`config.mk`:
```
export PLATFORM = sky130hd
export DESIGN_NAME = alu_arbiter
export DESIGN_NICKNAME = d
export VERILOG_FILES = /design/src/rtl/alu_arb_pkg.sv /design/src/rtl/alu_arbiter_rr.sv /design/src/rtl/alu_arbiter.sv
export SDC_FILE = /design/constraint.sdc
export NUM_CORES = 1
export LEC_CHECK = 0
export ABC_AREA = 1
export CAP_MARGIN = 25
export CORE_AREA = 2 2 145 147
export DETAILED_ROUTE_END_ITERATION = 8
export DIE_AREA = 0 0 147 149
export GPL_TIMING_DRIVEN = 0
export PLACE_DENSITY_LB_ADDON = 0.25
export SKIP_LAST_GASP = 1
export SLEW_MARGIN = 20
export SYNTH_ARGS = -nofsm -noshare
export SYNTH_HDL_FRONTEND = slang
export SYNTH_HIERARCHICAL = 1
export SYNTH_SLANG_ARGS = --single-unit
export TNS_END_PERCENT = 20
```
`constraint.sdc`:
```
create_clock -name clk -period 11.1 [get_ports clk]
set_input_delay 2.22 -clock clk [delete_from_list [all_inputs] [get_ports clk]]
set_output_delay 2.22 -clock clk [all_outputs]
set_load 0.01 [all_outputs]
```
`src/rtl/alu_arb_pkg.sv`:
```
// alu_arb_pkg: shared opcode/width defines plus the arbiter state encoding
// and requester-id constants.
//
// The guarded define block is the codebase-wide opcode set (`ADD..`BEQ) and
// default datapath width (`DSIZE). Any file may repeat it verbatim; the
// guard keeps the definitions single.
//
// Optional feature macro: ALU_ARB_MUL_MULTICYCLE_EN (adds the MULW state).
`ifndef ALU_DEFINES_VH
`define ALU_DEFINES_VH
`define DSIZE 32
`define ADD   4'h0
`define SUB   4'h1
`define AND   4'h2
`define OR    4'h3
`define XOR   4'h4
`define SLL   4'h5
`define SRL   4'h6
`define MUL   4'h7
`define BEQ   4'h8
`endif

package alu_arb_pkg;

   typedef enum logic [1:0] {
      IDLE = 2'd0,
      EXEC = 2'd1,
`ifdef ALU_ARB_MUL_MULTICYCLE_EN
      MULW = 2'd2,
`endif
      RESP = 2'd3
   } arb_state_t;

   localparam logic ID_REQ0 = 1'b0;
   localparam logic ID_REQ1 = 1'b1;

endpackage

```
`src/rtl/alu_arbiter_rr.sv`:
```
// rr_arbiter2: two-way round-robin grant.
//
// Ports:
//   req[1:0]   - request vector (bit n = requester n valid)
//   last       - index of the requester granted most recently
//   grant[1:0] - one-hot grant; all zero when nothing is requested
module rr_arbiter2 (
   input  logic [1:0] req,
   input  logic       last,
   output logic [1:0] grant
);

   always_comb begin
      grant = '0;
      case (req)
         2'b01:   grant = 2'b01;
         2'b10:   grant = 2'b10;
         // On a tie, favour whoever was not served last.
         2'b11:   grant = last ? 2'b01 : 2'b10;
         default: grant = '0;
      endcase
   end

endmodule

```
`src/rtl/alu_arbiter.sv`:
```
// alu_arbiter: shares one external ALU between two requesters
// (0 = pipeline EX, 1 = debug/test port). One operation is in flight at a time.
//
// Ports:
//   clk, rst                  - clock, asynchronous active-high reset
//   reqN_valid/ready          - request handshake, N = 0,1
//   reqN_op/a/b/imm           - request operands
//   alu_op/a/b/imm            - registered operands driven to the shared ALU
//   alu_out, alu_zero         - ALU result inputs
//   rsp_valid/ready           - response handshake
//   rsp_id, rsp_data, rsp_zero - response payload (requester index, result)
//
// Optional feature macro ALU_ARB_MUL_MULTICYCLE_EN: `MUL is held in MULW so the
// ALU gets MUL_CYCLES cycles to settle. Without it, MUL_CYCLES is only
// range-checked.
module alu_arbiter
   import alu_arb_pkg::*;
#(
   parameter int DSIZE      = `DSIZE,
   parameter int MUL_CYCLES = 3
) (
   input  logic             clk,
   input  logic             rst,
   input  logic             req0_valid,
   output logic             req0_ready,
   input  logic [3:0]       req0_op,
   input  logic [DSIZE-1:0] req0_a,
   input  logic [DSIZE-1:0] req0_b,
   input  logic [DSIZE-1:0] req0_imm,
   input  logic             req1_valid,
   output logic             req1_ready,
   input  logic [3:0]       req1_op,
   input  logic [DSIZE-1:0] req1_a,
   input  logic [DSIZE-1:0] req1_b,
   input  logic [DSIZE-1:0] req1_imm,
   output logic [3:0]       alu_op,
   output logic [DSIZE-1:0] alu_a,
   output logic [DSIZE-1:0] alu_b,
   output logic [DSIZE-1:0] alu_imm,
   input  logic [DSIZE-1:0] alu_out,
   input  logic             alu_zero,
   output logic             rsp_valid,
   input  logic             rsp_ready,
   output logic             rsp_id,
   output logic [DSIZE-1:0] rsp_data,
   output logic             rsp_zero
);

   if (MUL_CYCLES < 2 || MUL_CYCLES > 15) begin : g_bad_mul_cycles
      $error("alu_arbiter: MUL_CYCLES must be in 2..15");
   end

   arb_state_t       state;
   logic             last_grant;
   logic [1:0]       grant;
   logic [3:0]       op_r;
   logic [DSIZE-1:0] a_r;
   logic [DSIZE-1:0] b_r;
   logic [DSIZE-1:0] imm_r;
`ifdef ALU_ARB_MUL_MULTICYCLE_EN
   logic [3:0]       mul_cnt;
`endif

   rr_arbiter2 u_rr (
      .req   ({req1_valid, req0_valid}),
      .last  (last_grant),
      .grant (grant)
   );

   // Ready is the grant itself, qualified by IDLE and reset, so a requester
   // only ever sees ready while it is valid and chosen.
   assign req0_ready = (state == IDLE) && !rst && grant[0];
   assign req1_ready = (state == IDLE) && !rst && grant[1];

   assign alu_op  = op_r;
   assign alu_a   = a_r;
   assign alu_b   = b_r;
   assign alu_imm = imm_r;

   always_ff @(posedge clk or posedge rst) begin
      if (rst) begin
         state      <= IDLE;
         last_grant <= 1'b1;
         op_r       <= '0;
         a_r        <= '0;
         b_r        <= '0;
         imm_r      <= '0;
         rsp_valid  <= 1'b0;
         rsp_id     <= ID_REQ0;
         rsp_data   <= '0;
         rsp_zero   <= 1'b0;
`ifdef ALU_ARB_MUL_MULTICYCLE_EN
         mul_cnt    <= '0;
`endif
      end else begin
         case (state)
            IDLE: begin
               if (grant[1]) begin
                  op_r       <= req1_op;
                  a_r        <= req1_a;
                  b_r        <= req1_b;
                  imm_r      <= req1_imm;
                  rsp_id     <= ID_REQ1;
                  last_grant <= 1'b1;
                  state      <= EXEC;
               end else if (grant[0]) begin
                  op_r       <= req0_op;
                  a_r        <= req0_a;
                  b_r        <= req0_b;
                  imm_r      <= req0_imm;
                  rsp_id     <= ID_REQ0;
                  last_grant <= 1'b0;
                  state      <= EXEC;
               end
            end
            EXEC: begin
`ifdef ALU_ARB_MUL_MULTICYCLE_EN
               if (op_r == `MUL) begin
                  // EXEC is the first settle cycle; MULW covers the rest.
                  mul_cnt <= 4'(MUL_CYCLES - 2);
                  state   <= MULW;
               end else
`endif
               begin
                  rsp_data  <= alu_out;
                  rsp_zero  <= alu_zero;
                  rsp_valid <= 1'b1;
                  state     <= RESP;
               end
            end
`ifdef ALU_ARB_MUL_MULTICYCLE_EN
            MULW: begin
               if (mul_cnt == '0) begin
                  rsp_data  <= alu_out;
                  rsp_zero  <= alu_zero;
                  rsp_valid <= 1'b1;
                  state     <= RESP;
               end else begin
                  mul_cnt <= mul_cnt - 4'd1;
               end
            end
`endif
            RESP: begin
               if (rsp_ready) begin
                  rsp_valid <= 1'b0;
                  state     <= IDLE;
               end
            end
            default: state <= IDLE;
         endcase
      end
   end

endmodule

```
==> results.ini, run 1 <==
[clocking]
h-tree-depth=4
clock_latency_ps=420
clk_pin_slew_worst_paths_ps=60
cts_buffers=17
cts_buffer_depth=2
root_buffer=clkbuf_16
cts_hold_buf=0
cts_tree=yes
ctsResizeCount=0
cts_setup_buffers=0
clock_sinks=138

[yosys]
synth.top_cell.area_share_pct=51.32
synthesis.area_mm2=0.006680
yosysMostFrequentCell=nand2_1
synthTopCellsByArea=dfrtp_1, nand2_1, nand3_1
syn-instance-count=921
synth-edff-count=0
syn_area_per_cell_um2=7.253
seq_area_frac_synth_pct=51.71
ys_types=18
yosysWarnings=6
syn-num-nets=1159
synth_top_area_cell=dfrtp_1
synth_async_sr_flop_share_pct=100.0
yosys-top-cells-count=nand2_1, dfrtp_1, nand3_1, buf_2, nand2_2
synth_seq_cells=138
ys.flop_type=dfrtp_1

[timing]
setup_tns_ps=0
setup_viol=0
worstMarginPinSlew_ps=494.3
hold_viol=0
worst_slack_ps=4613
min_period_ps=6487
max_freq_mhz=154.2
period_share_pct=58.44
skew_ps=9.594
rsz0062_at_grt=no
slew_headroom_pct=67.05
slew_viol_final=0

[place]
port_buffers=374
dp_slack_ps=4609
dpl.hpwl_mm=17.69
place.gp.congestion=0.7962

[global_route]
grt_overflow=0
grt_pass1_wl_mm=36.49
antenna_found_initial=1
grt_max_degree=76
track_usage_pct=21.39
grt_pass1_vias=6918

[power_and_ir_drop]
peakVddDrop_mv=0.1173
p_switching_mw=1.022
share_comb_of_total_power_pct=47.6
pwr-share-seq_pct=31.6
p_per_area_mw_per_mm2=240.3
p_int_mw=1.716
switching_share_pct=37.33
p_total_mw=2.738
p_leak_nw=5.782
clkPwrFrac_pct=20.8

[floorplan]
die-area_mm2=0.02190
core_area_mm2=0.02056
die_y_um=149
rows=53
initial_core_util_pct=32.50
boundaryPins=375
fp.dieW_um=147

[setup_path]
worstSetupEndpointType=primary output
required_ps=8880
cp-start-kind=input pin
cp_data_arrival_time_ps=4270
critical_path_class=input pin to primary output
crit_fanout=10

[cells_and_area]
fillers=1951
final_nets=1553
post-route-util_pct=55.41
area_growth_pct=70.52
layout-drive-gt1-share_pct=7.681
multi_input_area_mm2=0.002829
seq_area_mm2=0.003455

[route]
vias_per_cell=4.395
drc_errors=0
vias=7049
ant_nets=0
first_iter_violations=243
drt-total-wl_mm=23.39
first_pass_iters=5
wl_per_cell_um=14.58

[min_path]
worstHoldPathType=register to register

[job]
drv_cap=0

[status]
status=complete, no violations

[path summary, 6_finish.rpt]
kind / slack (ps) / depth (start not counted) / start / end
setup reg to reg: 9380 / 7 / last_grant$_DFFE_PP1P_ / alu_imm[10]$_DFFE_PP0P_
max in group asynchronous: 8080 / 3 / rst / alu_a[17]$_DFFE_PP0P_
min in group asynchronous: 2280 / 2 / rst / alu_imm[23]$_DFFE_PP0P_
setup / recovery: 4610 / 7 / req1_valid / req1_ready
hold reg to reg: 470 / 2 / rsp_data[3]$_DFFE_PP0P_ / rsp_data[3]$_DFFE_PP0P_
hold / removal: 470 / 2 / rsp_data[3]$_DFFE_PP0P_ / rsp_data[3]$_DFFE_PP0P_
[cell type report]
type / count / share of cell area [%]
Clock buffer: 17 / 3.735
Timing Repair Buffer: 375 / 33.11
Sequential cell: 138 / 30.33
Multi-Input combinational cell: 723 / 24.84
Tap cell: 275 / 3.021
Clock inverter: 15 / 1.406
Inverter: 7 / 0.2966
Buffer: 53 / 3.251
Antenna cell: 1 / 0.02197
[cell usage in the layout, fill, tap and decap left out, types with 4 or more instances in the layout]
cell / synthesis / layout
clkbuf_16: 0 / 17
buf_8: 8 / 8
inv_6: 0 / 5
clkbuf_1: 9 / 9
nand2_2: 21 / 21
inv_1: 5 / 4
inv_8: 0 / 5
dfrtp_1: 137 / 137
clkdlybuf4s50_1: 0 / 374
nand3_1: 34 / 34
buf_2: 33 / 33
nand2_1: 661 / 661
[through the flow]
stage | hold WS, ps | instances | instance area, µm²
2_1_floorplan | 450.5 | 921 | 6680
3_3_place_gp | 454.1 | 1570 | 10770
3_5_place_dp | 457.6 | 1571 | 10800
4_1_cts | 473.7 | 1603 | 11390
5_1_grt | 493.5 | 1603 | 11390
6_report | 468.8 | 1604 | 11390
[logic make-up after synthesis]
group,share of synthesized area [%]
compound gates,0.1497
flops,51.71
buf+inv,5.937
simple gates,42.20
[registers in the layout, indices dropped and copies added (netlist names)]
register	flops
alu_b	32
alu_a	32
state	2
alu_imm	32
rsp_data	32
rsp_zero	1
alu_op	4
rsp_id	1
last_grant	1
rsp_valid	1
[layer usage]
metal	vias up	part of all wire, %	global-route usage [%]
met5	-	0	0
met3	34	7.8	6.422
met4	0	2.5	7.115
met1	3187	40	25.53
li1	3562	-	-
met2	266	49	37.07
[critical path: stages]
cell	delay, ps
clkdlybuf4s50_1	480
inv_1	60
a21oi_1	240
clkbuf_1	430
nand2_1	170
nor2_1	120
clkdlybuf4s50_1	560
[power groups by stage]
stage	Sequential, mW	Combinational [mW]	Clock, mW
3_5_place_dp	0.870	1.32	0
6_report	0.865	1.30	0.569
3_3_place_gp	0.863	1.30	0
4_1_cts	0.866	1.33	0.582
5_1_grt	0.895	1.44	0.605
2_1_floorplan	0.969	0.490	0
No activity file was read; power rests on OpenSTA's default activity.
==> run 2: changes to the inputs <==
CORE_AREA = 2 2 146 148   (was 2 2 145 147)
DIE_AREA = 0 0 148 150   (was 0 0 147 149)
clock period = 5.6 ns   (was 11.1 ns; I/O delays follow)
==> run 2 against run 1 <==
First-iteration DRC count is 5.8% lower. Sequential share of layout area about the same. Die area is 1.4% higher. Via count shrank 0.34%. Clock skew hardly changed. Sequential power rose by 98%. Routed wire length is 1.0% higher. Worst hold slack improved by 0.86 ps. Sequential cell count did not move. Global-route usage down 0.22 points. Total power is 98% higher. Critical path type unchanged. Highest routed layer unchanged.
==> results.ini, run 2 (synthesis gave the netlist of run 1 again) <==
[setup_path]
worstSetupPathDepth=7
crit_buf_inv=4
cp_slowest_cell=clkdlybuf4s50_1
r2r_end=alu_b[28]$_DFFE_PP0P_
critPathMaxStageDelay_ps=570
timing.critical_path.from=req1_valid
r2r_slack_ps=3830
reg2reg_from=last_grant$_DFFE_PP1P_
ff2ff_path_depth=8
worstSetupEndpointType=primary output
critical_path_class=input pin to primary output
cp-start-kind=input pin
crit_chain=clkdlybuf4s50_1 > inv_1 > a21oi_1 > clkbuf_1 > nand2_1 > nor2_1 > clkdlybuf4s50_1
critical_path.top_delay_family=buffers and inverters
cp_data_arrival_time_ps=3220
required_ps=4480
crit_fanout=10
cpMostUsedCell=clkdlybuf4s50_1

[floorplan]
initial_core_util_pct=32.29
boundaryPins=375
die_y_um=150
core_area_mm2=0.02069
fp.dieW_um=148
die-area_mm2=0.02220
rows=53

[min_path]
hold_path_end=rsp_data[28]$_DFFE_PP0P_
worstHoldPathType=register to register
whs_path_depth=2
min_from=rsp_data[28]$_DFFE_PP0P_

[clocking]
clock_sinks=138
cts_tree=yes
h-tree-depth=4
cts_setup_buffers=0
cts_buffer_depth=2
root_buffer=clkbuf_16
clock_latency_ps=420
cts_hold_buf=0
clk_pin_slew_worst_paths_ps=60
cts_buffers=17
ctsResizeCount=0

[timing]
rsz0062_at_grt=no
slew_headroom_pct=66.25
max_freq_mhz=230.2
hold_viol=0
setup_viol=0
slew_viol_final=0
skew_ps=9.947
min_period_ps=4343
period_share_pct=77.56
worstMarginPinSlew_ps=506.2

[cells_and_area]
fillers=1968
instances_no_fill=1604
area_growth_pct=70.46
layout_common_cells=nand2_1, clkdlybuf4s50_1, dfrtp_1
final_nets=1553
final_cell_area_mm2=0.01139
layout-drive-gt1-share_pct=7.681
layout_commonest_cell=nand2_1

[place]
place.gp.congestion=0.8088
port_buffers=374
dpl.hpwl_mm=17.75
place_area_mm2=0.01080
dp_cells=1571

[route]
vias=7025
first_pass_iters=4
wl_per_cell_um=14.74
ant_nets=0
drt-total-wl_mm=23.64
vias_per_cell=4.380
drc_errors=0
first_iter_violations=229

[power_and_ir_drop]
p_int_mw=3.398
pwr-share-seq_pct=31.6
share_comb_of_total_power_pct=47.7
p_total_mw=5.410
p_leak_nw=5.779
switching_share_pct=37.19
p_switching_mw=2.012
clkPwrFrac_pct=20.6
peakVddDrop_mv=0.2468
p_per_area_mw_per_mm2=475.1

[global_route]
grt_pass1_wl_mm=36.71
track_usage_pct=21.17
grt_overflow=0
grt_max_degree=90
antenna_found_initial=1
grt_pass1_vias=6892

[job]
drv_cap=0

[status]
status=complete, no violations

[run 2: cell count changes in the layout (fill, tap and decap cells not counted)]
| cell | previous run | this run |
|---|---|---|
| clkinv_2 | 2 | 1 |
| clkinv_8 | 1 | 0 |
| inv_6 | 5 | 4 |
| clkinv_4 | 0 | 3 |
[run 2: power groups by stage]
stage          combinational [mW]  sequential [mW]  clock [mW]
2_1_floorplan               0.971             1.92           0
6_report                     2.58             1.71        1.12
3_5_place_dp                 2.62             1.72           0
5_1_grt                      2.84             1.77        1.19
4_1_cts                      2.63             1.71        1.14
3_3_place_gp                 2.59             1.71           0
[run 2: final cells by class]
| type | instances | area (µm²) | area share [%] |
|---|---|---|---|
| Tap cell | 275 | 344.1 | 3.022 |
| Multi-Input combinational cell | 723 | 2829 | 24.84 |
| Sequential cell | 138 | 3455 | 30.34 |
| Timing Repair Buffer | 375 | 3771 | 33.12 |
| Clock inverter | 15 | 156.4 | 1.373 |
| Antenna cell | 1 | 2.502 | 0.02198 |
| Inverter | 7 | 33.78 | 0.2967 |
| Buffer | 53 | 370.4 | 3.252 |
| Clock buffer | 17 | 425.4 | 3.736 |
[run 2: how the worst max path moves through the flow]
stage,to,slack [ps]
3_3_place_gp,alu_a[25]$_DFFE_PP0P_,-1500
6_report,req1_ready,1260
3_5_place_dp,req1_ready,1260
2_1_floorplan,alu_a[0]$_DFFE_PP0P_,790
5_1_grt,req1_ready,1130
4_1_cts,req1_ready,1240
[run 2: stage by stage]
step	setup TNS, ps	setup slack (ps)	utilization, %	hold slack (ps)
2_1_floorplan	0	785.5	-	450.5
3_3_place_gp	-204320	-1504	52.04	452.5
3_5_place_dp	0	1261	52.21	457.2
4_1_cts	0	1243	55.03	473.5
5_1_grt	0	1133	55.03	491.1
6_report	0	1257	55.04	469.7
[run 2: per-layer routing]
layer  wire length (µm)  track usage (%)
met5                  0                0
met1               9339            24.47
met3               2196            7.591
met4                457            6.857
met2              11640            36.62
[run 2: worst reg2reg max path, cell delays in order (launching register included)]
cell,delay [ps]
dfstp_2,550
a21oi_1,110
inv_1,80
buf_2,340
buf_2,310
nand2_1,80
nand2_1,120
nand2_1,70
nand2_1,50
